## config.mk

```make
export PLATFORM = sky130hd
export DESIGN_NAME = cla_serial_sub
export DESIGN_NICKNAME = d
export VERILOG_FILES = /design/src/rtl/cla_serial_sub.sv
export SDC_FILE = /design/constraint.sdc
export NUM_CORES = 1
export LEC_CHECK = 0
export ABC_CLOCK_PERIOD_IN_PS = 3900
export BUFFER_PORTS_ARGS = -buffer_cell sky130_fd_sc_hd__clkbuf_2
export CORE_AREA = 2 2 102 104
export CTS_BUF_LIST = sky130_fd_sc_hd__clkbuf_8
export DETAILED_ROUTE_END_ITERATION = 8
export DIE_AREA = 0 0 104 106
export HOLD_SLACK_MARGIN = 0.05
export SYNTH_ARGS = -nofsm -noshare
export SYNTH_HDL_FRONTEND = slang
export SYNTH_SLANG_ARGS = --single-unit
```

## constraint.sdc

```tcl
create_clock -name clk -period 3.9 [get_ports clk]
set_clock_uncertainty 0.2 [all_clocks]
set_input_delay 0.78 -clock clk [delete_from_list [all_inputs] [get_ports clk]]
set_output_delay 0.78 -clock clk [all_outputs]
set_load 0.1 [all_outputs]
```

## src/rtl/cla_serial_sub.sv

```systemverilog
// Multi-cycle subtractor: one 4-bit borrow-lookahead slice per clock, LSB first.
// Valid/ready on both sides; one operation in flight at a time.
module cla_serial_sub #(
  parameter int WIDTH = 16
) (
  input  logic             clk,
  input  logic             rst,
  input  logic             in_valid,
  output logic             in_ready,
  input  logic [WIDTH-1:0] a,
  input  logic [WIDTH-1:0] b,
  input  logic             bin,
  output logic             out_valid,
  input  logic             out_ready,
  output logic [WIDTH-1:0] diff,
  output logic             bout,
  output logic             ovf,
  output logic             zero
);

  localparam int NSLICE = WIDTH / 4;
  localparam int CW = (NSLICE > 1) ? $clog2(NSLICE) : 1;
  localparam int MSB = WIDTH - 1;

  typedef enum logic [1:0] {
    IDLE = 2'd0,
    RUN  = 2'd1,
    DONE = 2'd2
  } state_t;

  state_t state_q, state_d;

  logic [WIDTH-1:0] a_q, b_q, diff_q, diff_nx;
  logic [CW-1:0]    cnt_q;
  logic             br_q;
  logic             bout_q, ovf_q, zero_q;

  logic [3:0] ai, bi, g, p, sd;
  logic [4:0] c;
  logic       last, load, step;

  assign last = (cnt_q == CW'(NSLICE - 1));

  // Borrow-lookahead across one nibble, all four borrows from c0 directly.
  always_comb begin
    ai = '0;
    bi = '0;
    for (int i = 0; i < NSLICE; i++) begin
      if (cnt_q == CW'(i)) begin
        ai = a_q[4*i +: 4];
        bi = b_q[4*i +: 4];
      end
    end
    g = ~ai & bi;
    p = ~(ai ^ bi);
    c[0] = br_q;
    c[1] = g[0] | (p[0] & c[0]);
    c[2] = g[1] | (p[1] & g[0])
         | (p[1] & p[0] & c[0]);
    c[3] = g[2] | (p[2] & g[1])
         | (p[2] & p[1] & g[0])
         | (p[2] & p[1] & p[0] & c[0]);
    c[4] = g[3] | (p[3] & g[2])
         | (p[3] & p[2] & g[1])
         | (p[3] & p[2] & p[1] & g[0])
         | (p[3] & p[2] & p[1] & p[0] & c[0]);
    sd = ai ^ bi ^ c[3:0];
    diff_nx = diff_q;
    for (int i = 0; i < NSLICE; i++) begin
      if (cnt_q == CW'(i)) begin
        diff_nx[4*i +: 4] = sd;
      end
    end
  end

  always_comb begin
    state_d = state_q;
    load = 1'b0;
    step = 1'b0;
    unique case (state_q)
      IDLE: begin
        if (in_valid) begin
          load = 1'b1;
          state_d = RUN;
        end
      end
      RUN: begin
        step = 1'b1;
        if (last) begin
          state_d = DONE;
        end
      end
      DONE: begin
        if (out_ready) begin
          state_d = IDLE;
        end
      end
      default: state_d = IDLE;
    endcase
  end

  always_ff @(posedge clk) begin
    if (rst) begin
      state_q <= IDLE;
      a_q <= '0;
      b_q <= '0;
      br_q <= 1'b0;
      cnt_q <= '0;
      diff_q <= '0;
      bout_q <= 1'b0;
      ovf_q <= 1'b0;
      zero_q <= 1'b0;
    end else begin
      state_q <= state_d;
      if (load) begin
        a_q <= a;
        b_q <= b;
        br_q <= bin;
        cnt_q <= '0;
      end
      if (step) begin
        diff_q <= diff_nx;
        br_q <= c[4];
        cnt_q <= cnt_q + CW'(1);
        if (last) begin
          bout_q <= c[4];
          ovf_q <= (a_q[MSB] ^ b_q[MSB])
                 & (a_q[MSB] ^ diff_nx[MSB]);
          zero_q <= (diff_nx == '0);
        end
      end
    end
  end

  assign in_ready = (state_q == IDLE);
  assign out_valid = (state_q == DONE);
  assign diff = diff_q;
  assign bout = bout_q;
  assign ovf = ovf_q;
  assign zero = zero_q;

endmodule

```

==> Yosys cells after proc, flatten, opt, wreduce, memory -nomap -nowiden <==
Index checks and enable logic that the tools add are counted.
{ "classes": {"n_eq_ne": 8, "n_reduce_logical": 6, "muxes": 23, "n_bitwise": 34, "n_addsub": 1} }
{ "op_table": {"columns": ["cell", "count"], "rows": [
  ["$mux 4", 12],
  ["$and 1x1->1", 17],
  ["$logic_not 16->1", 1],
  ["$mux 2", 5],
  ["$or 1x1->1", 10],
  ["$not 4->4", 2],
  ["$xor 4x4->4", 2],
  ["$eq 2x2->1 const B", 3],
  ["$pmux 2 s3", 1],
  ["$mux 1", 5],
  ["$and 4x4->4", 1],
  ["$eq 2x1->1 const B", 2],
  ["$logic_not 2->1", 2],
  ["$ne 2x2->1 const B", 2],
  ["$reduce_and 3->1", 1],
  ["$add 2x1->2 const B", 1],
  ["$ne 2x1->1 const B", 1],
  ["$reduce_and 2->1", 1],
  ["$reduce_bool 2->1", 1],
  ["$xor 1x1->1", 2]
]} }
{ "word_totals": {"reg_bits": 56} }

==> Longest topological paths before layout <==
Gate-level depths: netlist (run 1).
{ "logic_depth": {"word_depth": 15, "mapped_depth": 15, "depth_no_buf": 13} }

==> Worst setup path before layout (run 1) <==
No wires, ideal clock.
{ "synth_path": {"path_kind": "register to register", "startpoint": "register cnt_q[0]", "endpoint": "register ovf_q (netlist: ovf)", "setup_ns": 0.074, "t_arrival_ns": 2.861, "path_slack_ns": 0.765, "required_ns": 3.626, "stages_incl_launch_ff": 15, "n_path_buf": 2, "period_less_slack_ns": 3.135, "cell_sequence": "dfxtp_1 -> inv_1 -> ha_1 -> clkbuf_1 -> buf_1 -> a21oi_1 -> a21oi_1 -> nor2_1 -> a21oi_1 -> ha_1 -> and4_4 -> a211o_4 -> xor2_4 -> a211o_1 -> a31oi_1"} }
{ "synth_between": {"elab_chain_len": 15, "word_cells_on_any_way": 29} }
{ "synth_lines": {"columns": ["element", "line", "text"], "rows": [
  ["start: declaration", "34", "logic [CW-1:0] cnt_q;"],
  ["start signal: assignment", "124", "cnt_q <= cnt_q + CW'(1);"],
  ["$logic_not 2->1", "49", "if (cnt_q == CW'(i)) begin"],
  ["$mux 4 (4 in series)", "49", null],
  ["$xor 4x4->4 / $not 4->4 (equally long branches)", "55, 67, 54", null],
  ["$not 4->4 / $and 4x4->4 (equally long branches)", "55, 54", null],
  ["$and 1x1->1, on equally long branches", "60, 61, 62", null],
  ["$or 1x1->1, or another cell as far along", "60", "c[3] = g[2] | (p[2] & g[1])"],
  ["$or 1x1->1 / $and 1x1->1 (equally long branches)", "61, 62", null],
  ["$or 1x1->1", "62", "| (p[2] & p[1] & p[0] & c[0]);"],
  ["$xor 4x4->4", "67", "sd = ai ^ bi ^ c[3:0];"],
  ["$mux 4", "70", "if (cnt_q == CW'(i)) begin"],
  ["$xor 1x1->1", "128", "& (a_q[MSB] ^ diff_nx[MSB]);"],
  ["$and 1x1->1", "128", null],
  ["end signal: assignment", "127", "ovf_q <= (a_q[MSB] ^ b_q[MSB])"],
  ["end: declaration", "36", "logic bout_q, ovf_q, zero_q;"]
]} }
Parallel ways exist; a longest one is shown, timed or not.
A chain may end at the register's enable or synchronous reset.

==> Worst setup path in the final report (run 1) <==
{ "layout_path": {"startpoint": "register cnt_q[1]", "endpoint": "register ovf_q (netlist: ovf)"} }
Same word-level chain as after synthesis.

==> metrics.md, run 1 <==
| Metric | Value |
|---|---|
| Status | finished, final reports clean |
| Synth-to-Final Area Change | 19.1% |
| Post-CTS Resized | 0 |
| Max-slew violation count | 0 |
| Crit path time final | 3360 ps |
| DP Area | 0.00298 mm^2 |
| LEAKAGE | 1.23 nW |
| Max-slew headroom | 31.2% |
| PwrDens | 423 mW/mm^2 |
| Share of layout cells above drive strength 1 | 19.7% |
| Hold Crit Endpoint | b_q[14]$_SDFFE_PP0P_ |
| Syn_nets | 379 |
| Detail-routed via count per cell | 4.53 |
| IO buf count | 57 |
| First-pass GRT wire length | 10.9 mm |
| Main combinational cell family by area after synthesis | simple AND/OR/NAND/NOR gates |
| CP Data Arrival Time | 3410 ps |
| Worst hold stages | 2 |
| Site Rows | 37 |
| Clock sink count | 56 |
| Net Sw Frac | 31.5% |
| Synth warnings | 0 |
| CTS max path bufs | 2 |
| Pre-CTS WS | 601 ps |
| Max cap viols | 0 |
| Non-Filler Instances | 512 |
| Placed insts | 504 |
| Fillers | 1127 |
| RePlAce Congestion | 0.810 |
| Via count | 2320 |
| Largest net degree at the start of global routing | 36 |
| Chip width | 104 um |
| Largest cells by area after synthesis | dfxtp_1 (43%), nand2_1 (12%), a21oi_1 (12%) |
| Setup TNS | 0 ps |
| Worst vdd ir | 0.187 mV |
| Slew @ Worst Pin | 1030 ps |
| Die area | 0.0110 mm^2 |
| Total core area | 0.0100 mm^2 |
| Number of cells on the worst reg-to-reg path | 13 |
| Final Hold Viols | 0 |
| RR Endpoint | ovf$_SDFFE_PP0P_ |
| XOR/XNOR share of the synthesized area | 1.73% |
| Drt pass-1 iters | 4 |
| Adder-cell share of the synthesized area | 5.10% |
| Reg2reg start | cnt_q[1]$_SDFFE_PP0P_ |
| Total Power | 1.31 mW |
| Number of setup buffers added after CTS | 0 |
| Initial core utilization | 26.0% |
| Clock Root Buffer | clkbuf_8 |
| Critical Path, Cell by Cell | inv_1 -> ha_1 -> nand3b_1 -> a21oi_1 -> a21oi_1 -> nor2_1 -> a21oi_1 -> ha_1 -> and4_4 -> a211o_4 -> xor2_4 -> a211o_1 -> a31oi_1 |
| Library cells used by synthesis | 35 |
| Register area share after synthesis | 43.1% |
| Hold_ws | 260 ps |
| Crit end category | register |
| HP Start | b_q[14]$_SDFFE_PP0P_ |
| Post-Synthesis Cells | 332 |
| Post-synthesis mux area share | 1.59% |
| Critical path launch point type | register |
| Final Worst Setup Slack | 544 ps |
| Synth Register Bits | 56 |
| Period utilization | 86.1% |
| Req. time, crit path | 3950 ps |
| Worst stage delay on the critical path | 480 ps |
| Total track usage | 11.9% |
| Min-delay worst type | reg2reg |
| Sw Pwr | 0.413 mW |
| DP HPWL | 4.79 mm |
| CP Class | reg2reg |
| Worst R2R Setup Slack | 540 ps |
| H-tree depth | 2 |
| Post-route cell area | 0.00309 mm^2 |
| Reg area | 0.00112 mm^2 |
| Die Span Y | 106 um |
| Power share of the sequential group | 47.6% |
| Reg clk slew, reported paths | 100 ps |
| Cts bufs inserted | 5 |
| Routed len/inst | 12.5 um |
| Initial antenna violation count | 0 |
| Syn Area/Cell | 7.83 um^2 |
| # diodes | 0 |
| CP max stage cell | ha_1 |
| Complex-gate fraction of the synthesized area | 20.5% |
| Unrepaired setup endpoints after global routing | no |
| IO Pins | 58 |
| Fmax | 298 MHz |
| Max Fanout on Critical Path | 19 |
| Clock latency on the worst-skew pair | 310 ps |
| Hold-fix buffers, CTS | 0 |
| Antenna-violating nets left | 0 |
| # setup viols final | 0 |
| WL final | 6.41 mm |
| Internal power | 0.896 mW |
| Mapped Area | 0.00260 mm^2 |
| Yosys top cell by area | dfxtp_1 |
| Clock share of power | 28.9% |
| Vias in the first global route | 2286 |
| Iter 0 DRT Violations | 83 |
| Yosys top cell area share | 43.1% |
| CTS tree | yes |
| Most used cell, CP | a21oi_1 |
| Simple-gate area share of the yosys netlist | 23.4% |
| Drt drc | 0 |
| Combinational share of power | 23.4% |
| Nets | 422 |
| Post-layout util | 30.9% |
| Area of the multi-input gates | 0.00136 mm^2 |
| Grt total ovfl | 0 |
==> how the worst max path moves through the flow <==
stage	start	end	slack, ps	depth (start not counted)
3_5_place_dp	cnt_q[1]$_SDFFE_PP0P_	ovf$_SDFFE_PP0P_	600	13
6_report	cnt_q[1]$_SDFFE_PP0P_	ovf$_SDFFE_PP0P_	540	13
5_1_grt	cnt_q[1]$_SDFFE_PP0P_	ovf$_SDFFE_PP0P_	230	13
3_3_place_gp	cnt_q[1]$_SDFFE_PP0P_	zero$_SDFFE_PP0P_	670	13
2_1_floorplan	cnt_q[0]$_SDFFE_PP0P_	ovf$_SDFFE_PP0P_	760	14
4_1_cts	cnt_q[1]$_SDFFE_PP0P_	ovf$_SDFFE_PP0P_	560	13
==> placed cells by master, fill, tap and decap left out, drive strengths merged, types with 3 or more instances in the layout <==
cell,count
nand2,83
a21oi,62
o21ai,6
dfxtp,56
a21o,5
and2,5
nor2b,3
nor2,24
ha,9
nor4,4
clkbuf,62
mux2i,3
nand3b,10
buf,4
a211oi,13
inv,4
==> per-layer routing <==
metal | vias to the layer above | share of wire, % | track usage, %
met5 | - | 0 | 0
met4 | 0 | 0.86 | 3.19
met1 | 1056 | 46 | 15.2
met3 | 7 | 4.8 | 2.88
met2 | 47 | 48 | 20.3
li1 | 1210 | - | -
==> power by group through the flow <==
stage                     Combinational (mW)  Sequential, mW  Clock (mW)
after floorplan                        0.184           0.678           0
after global placement                 0.302           0.637           0
after detailed placement               0.306           0.638           0
after CTS                              0.307           0.624       0.390
after global routing                   0.337           0.628       0.414
final                                  0.307           0.624       0.379
==> final cells by class <==
cell class,count,share of cell area (%)
sequential,56,36.2
timing repair buffer,61,10.2
clock inverter,3,1.37
multi-input combinational,247,44.0
inverter,4,0.485
clock buffer,5,2.22
tap,136,5.50
==> cell usage after synthesis (all sizes together) <==
cell type and number:
a211o 2, a211oi 13, a21o 5, a21oi 62, a31oi 1, a41oi 1
and2 5, and3 1, and4 1, buf 7, clkbuf 18, dfxtp 56
fa 1, ha 9, inv 4, mux2 1, mux2i 3, nand2 83
nand2b 2, nand3 1, nand3b 10, nand4 1, nor2 24, nor2b 3
nor3 2, nor4 4, o211ai 1, o21ai 6, o21bai 1, or3 1
xnor2 2, xor2 1
==> critical path: cells and delay by family, from the launching register on <==
kind            cells  cell delay [ps]
flops               1              350
buf+inv             1              100
fa+ha+maj           2              770
xor+xnor            1              190
simple gates        3              440
compound gates      6             1250
==> kinds of logic (layout without fill, tap and decap cells) <==
kind of cell	after synthesis	count (layout)
xor+xnor	3	3
fa+ha+maj	10	10
flops	56	56
buf+inv	29	73
simple gates	138	138
compound gates	92	92
mux	4	4
==> registers in the layout, indices dropped and copies added (netlist names) <==
register,flops
zero,1
b_q,16
br_q,1
diff,16
a_q,16
cnt_q,2
ovf,1
state_q,2
bout,1
No activity file was read; power rests on OpenSTA's default activity.
==> run 2: changes to the inputs <==
--- a/config.mk
+++ b/config.mk
@@ -5,12 +5,13 @@
 export SDC_FILE = /design/constraint.sdc
 export NUM_CORES = 1
 export LEC_CHECK = 0
+export ABC_AREA = 1
 export ABC_CLOCK_PERIOD_IN_PS = 3900
 export BUFFER_PORTS_ARGS = -buffer_cell sky130_fd_sc_hd__clkbuf_2
-export CORE_AREA = 2 2 102 104
+export CORE_AREA = 2 2 105 107
 export CTS_BUF_LIST = sky130_fd_sc_hd__clkbuf_8
 export DETAILED_ROUTE_END_ITERATION = 8
-export DIE_AREA = 0 0 104 106
+export DIE_AREA = 0 0 107 109
 export HOLD_SLACK_MARGIN = 0.05
 export SYNTH_ARGS = -nofsm -noshare
 export SYNTH_HDL_FRONTEND = slang
==> run 2 against run 1 <==
Against the previous run: final cell count up 16%; wire length up 14%; die area up 5.8%; area after synthesis up 6.4%; first-iteration DRC count up 17%; power up 15%; core utilization about the same; sequential cell count unchanged; design area up 5.9%; sequential share of layout area down 2.0 points; sequential power up 3.7%; synthesized cell count up 21%; critical endpoint is now zero$_SDFFE_PP0P_; highest routed layer unchanged.
==> metrics.md, run 2 <==
| Metric | Value |
|---|---|
| Drt drc | 0 |
| Fillers | 1170 |
| Fmax | 302 MHz |
| Number of setup buffers added after CTS | 0 |
| Clock Root Buffer | clkbuf_8 |
| DP Area | 0.00316 mm^2 |
| Number of cells on the worst reg-to-reg path | 17 |
| WL final | 7.31 mm |
| # setup viols final | 0 |
| Grt total ovfl | 0 |
| LEAKAGE | 1.58 nW |
| Reg area | 0.00112 mm^2 |
| Most frequent cells in the layout | nor2_1 (79), nand2_1 (64), clkbuf_2 (57) |
| RePlAce Congestion | 0.893 |
| Hold-fix buffers, CTS | 0 |
| Yosys top cell area share | 40.6% |
| Max-slew headroom | 57.7% |
| Detail-routed via count per cell | 4.57 |
| Yosys top cell by area | dfxtp_1 |
| EDFF count, synth | 0 |
| Hold Crit Endpoint | diff[13]$_SDFFE_PP0N_ |
| CTS max path bufs | 2 |
| Register area share after synthesis | 40.6% |
| H-tree depth | 2 |
| Reg clk slew, reported paths | 100 ps |
| Max cap viols | 0 |
| Post-Synthesis Cells | 403 |
| DP HPWL | 5.60 mm |
| Total core area | 0.0106 mm^2 |
| HP Start | diff[13]$_SDFFE_PP0N_ |
| Largest net degree at the start of global routing | 37 |
| Unrepaired setup endpoints after global routing | no |
| Synth warnings | 0 |
| Drt pass-1 iters | 4 |
| Worst vdd ir | 0.172 mV |
| IO buf count | 57 |
| Final Hold Viols | 0 |
| Post-route cell area | 0.00328 mm^2 |
| Die area | 0.0117 mm^2 |
| Cts bufs inserted | 5 |
| Hold_ws | 280 ps |
| RR Endpoint | zero$_SDFFE_PP0P_ |
| Commonest non-fill, non-tap cell in the layout | nor2_1 |
| Syn_nets | 450 |
| Setup TNS | 0 ps |
| Die Span Y | 109 um |
| Worst hold stages | 1 |
| Syn Area/Cell | 6.86 um^2 |
| Total track usage | 13.2% |
| Post-synth ARST share | 0% |
| Slew @ Worst Pin | 635 ps |
| Clock latency on the worst-skew pair | 320 ps |
| Initial antenna violation count | 0 |
| Clock sink count | 56 |
| Crit. Startpoint | cnt_q[0]$_SDFFE_PP0P_ |
| Crit path time final | 3310 ps |
| Critical path launch point type | register |
| Chip width | 107 um |
| Share of layout cells above drive strength 1 | 18.4% |
| Worst R2R Setup Slack | 590 ps |
| Antenna-violating nets left | 0 |
| Placed insts | 584 |
| Routed len/inst | 12.3 um |
| CP Data Arrival Time | 3370 ps |
| CTS tree | yes |
| IO Pins | 58 |
| Req. time, crit path | 3960 ps |
| Post-synth top cells | nor2_1 (79), nand2_1 (64), dfxtp_1 (56), o21ai_0 (52), inv_1 (38) |
| Nets | 498 |
| Largest cells by area after synthesis | dfxtp_1 (41%), nor2_1 (11%), o21ai_0 (9.4%) |
| Max Fanout on Critical Path | 19 |
| Non-Filler Instances | 592 |
| Synth Register Bits | 56 |
| Post-CTS Resized | 0 |
| CP Class | reg2reg |
| Cell with the most instances after synthesis | nor2_1 |
| Max-slew violation count | 0 |
| Library cells used by synthesis | 28 |
| # diodes | 0 |
| Area of the multi-input gates | 0.00139 mm^2 |
| Mapped Area | 0.00276 mm^2 |
| Min-delay worst type | reg2reg |
| Initial core utilization | 26.1% |
| Status | finished, final reports clean |
| Reg2reg start | cnt_q[0]$_SDFFE_PP0P_ |
| Synth-to-Final Area Change | 18.6% |
| Top FF cell, synth | dfxtp_1 |
| PwrDens | 460 mW/mm^2 |
| Site Rows | 38 |
| Vias in the first global route | 2548 |
| Crit end category | register |
| Via count | 2703 |
| Iter 0 DRT Violations | 97 |
| Period utilization | 84.8% |
| First-pass GRT wire length | 12.2 mm |
-- run 2: changes by cell type in the layout (fill, tap and decap cells not counted), moves of 4 or more --
cell      change
nor2_1       +55
o21ai_0      +46
a21oi_1      -35
inv_1        +34
nand3_1      +21
nand2_1      -19
a211oi_1     -13
nand3b_1     -10
o211ai_1      +7
and2_1        -5
a21o_1        -4
nor4_1        -4
or2_2         +4
-- run 2: final cells by class --
type	instances	area share (%)
clock buffer	5	2.10
multi-input combinational	284	42.4
timing repair buffer	61	9.62
inverter	43	4.92
sequential	56	34.2
tap	140	5.34
clock inverter	3	1.41
-- run 2: cells by family (layout without fill, tap and decap cells) --
| group | count (synthesis) | count (layout) | synth area share, % |
|---|---|---|---|
| AND/OR/NAND/NOR | 176 | 176 | 25.8 |
| flip-flops | 56 | 56 | 40.6 |
| AO/OA/AOI/OAI | 98 | 98 | 19.6 |
| adder cells (fa/ha/maj) | 10 | 10 | 4.80 |
| buffers and inverters | 63 | 112 | 9.14 |
-- run 2: through the flow --
step | total power [mW] | util [%] | worst slack [ps]
after floorplan | 1.02 | - | 1010
after global placement | 1.12 | 29.8 | 753
after detailed placement | 1.12 | 29.8 | 621
after CTS | 1.52 | 30.9 | 600
after global routing | 1.60 | 30.9 | 277
final | 1.51 | 30.9 | 594
-- run 2: where the power goes --
part	internal, mW	switching (mW)
sequential	0.617	0.0299
clock	0.194	0.203
combinational	0.134	0.330
-- run 2: layer usage --
layer  track usage [%]  wire (um)  vias up  part of all wire [%]
met5                 0          0        -                     0
met4              3.71         77        0                   1.1
met3              2.81        371        8                   5.1
met2              22.2       3420       72                    47
met1              17.1       3440     1223                    47
li1                  -          -     1400                     -
-- run 2: worst max path at each step --
| stage | to | cells after the start | slack [ps] |
|---|---|---|---|
| floorplan | zero$_SDFFE_PP0P_ | 19 | 1010 |
| global placement | zero$_SDFFE_PP0P_ | 17 | 750 |
| detailed placement | zero$_SDFFE_PP0P_ | 17 | 620 |
| CTS | zero$_SDFFE_PP0P_ | 17 | 600 |
| global route | zero$_SDFFE_PP0P_ | 17 | 280 |
| finish | zero$_SDFFE_PP0P_ | 17 | 590 |
-- run 2: critical path, stage by stage (launching register included) --
cell and delay, ps:
dfxtp_1 360, inv_1 100, ha_1 570, a21oi_1 150, a22oi_1 300, inv_1 100
fa_1 490, inv_1 130, nand2_1 60, o21ai_0 130, nand2_1 80, nor2_1 110
nand3_1 80, nor2_1 80, nand2_1 50, nor2_1 90, nand2_1 70, a21oi_2 110
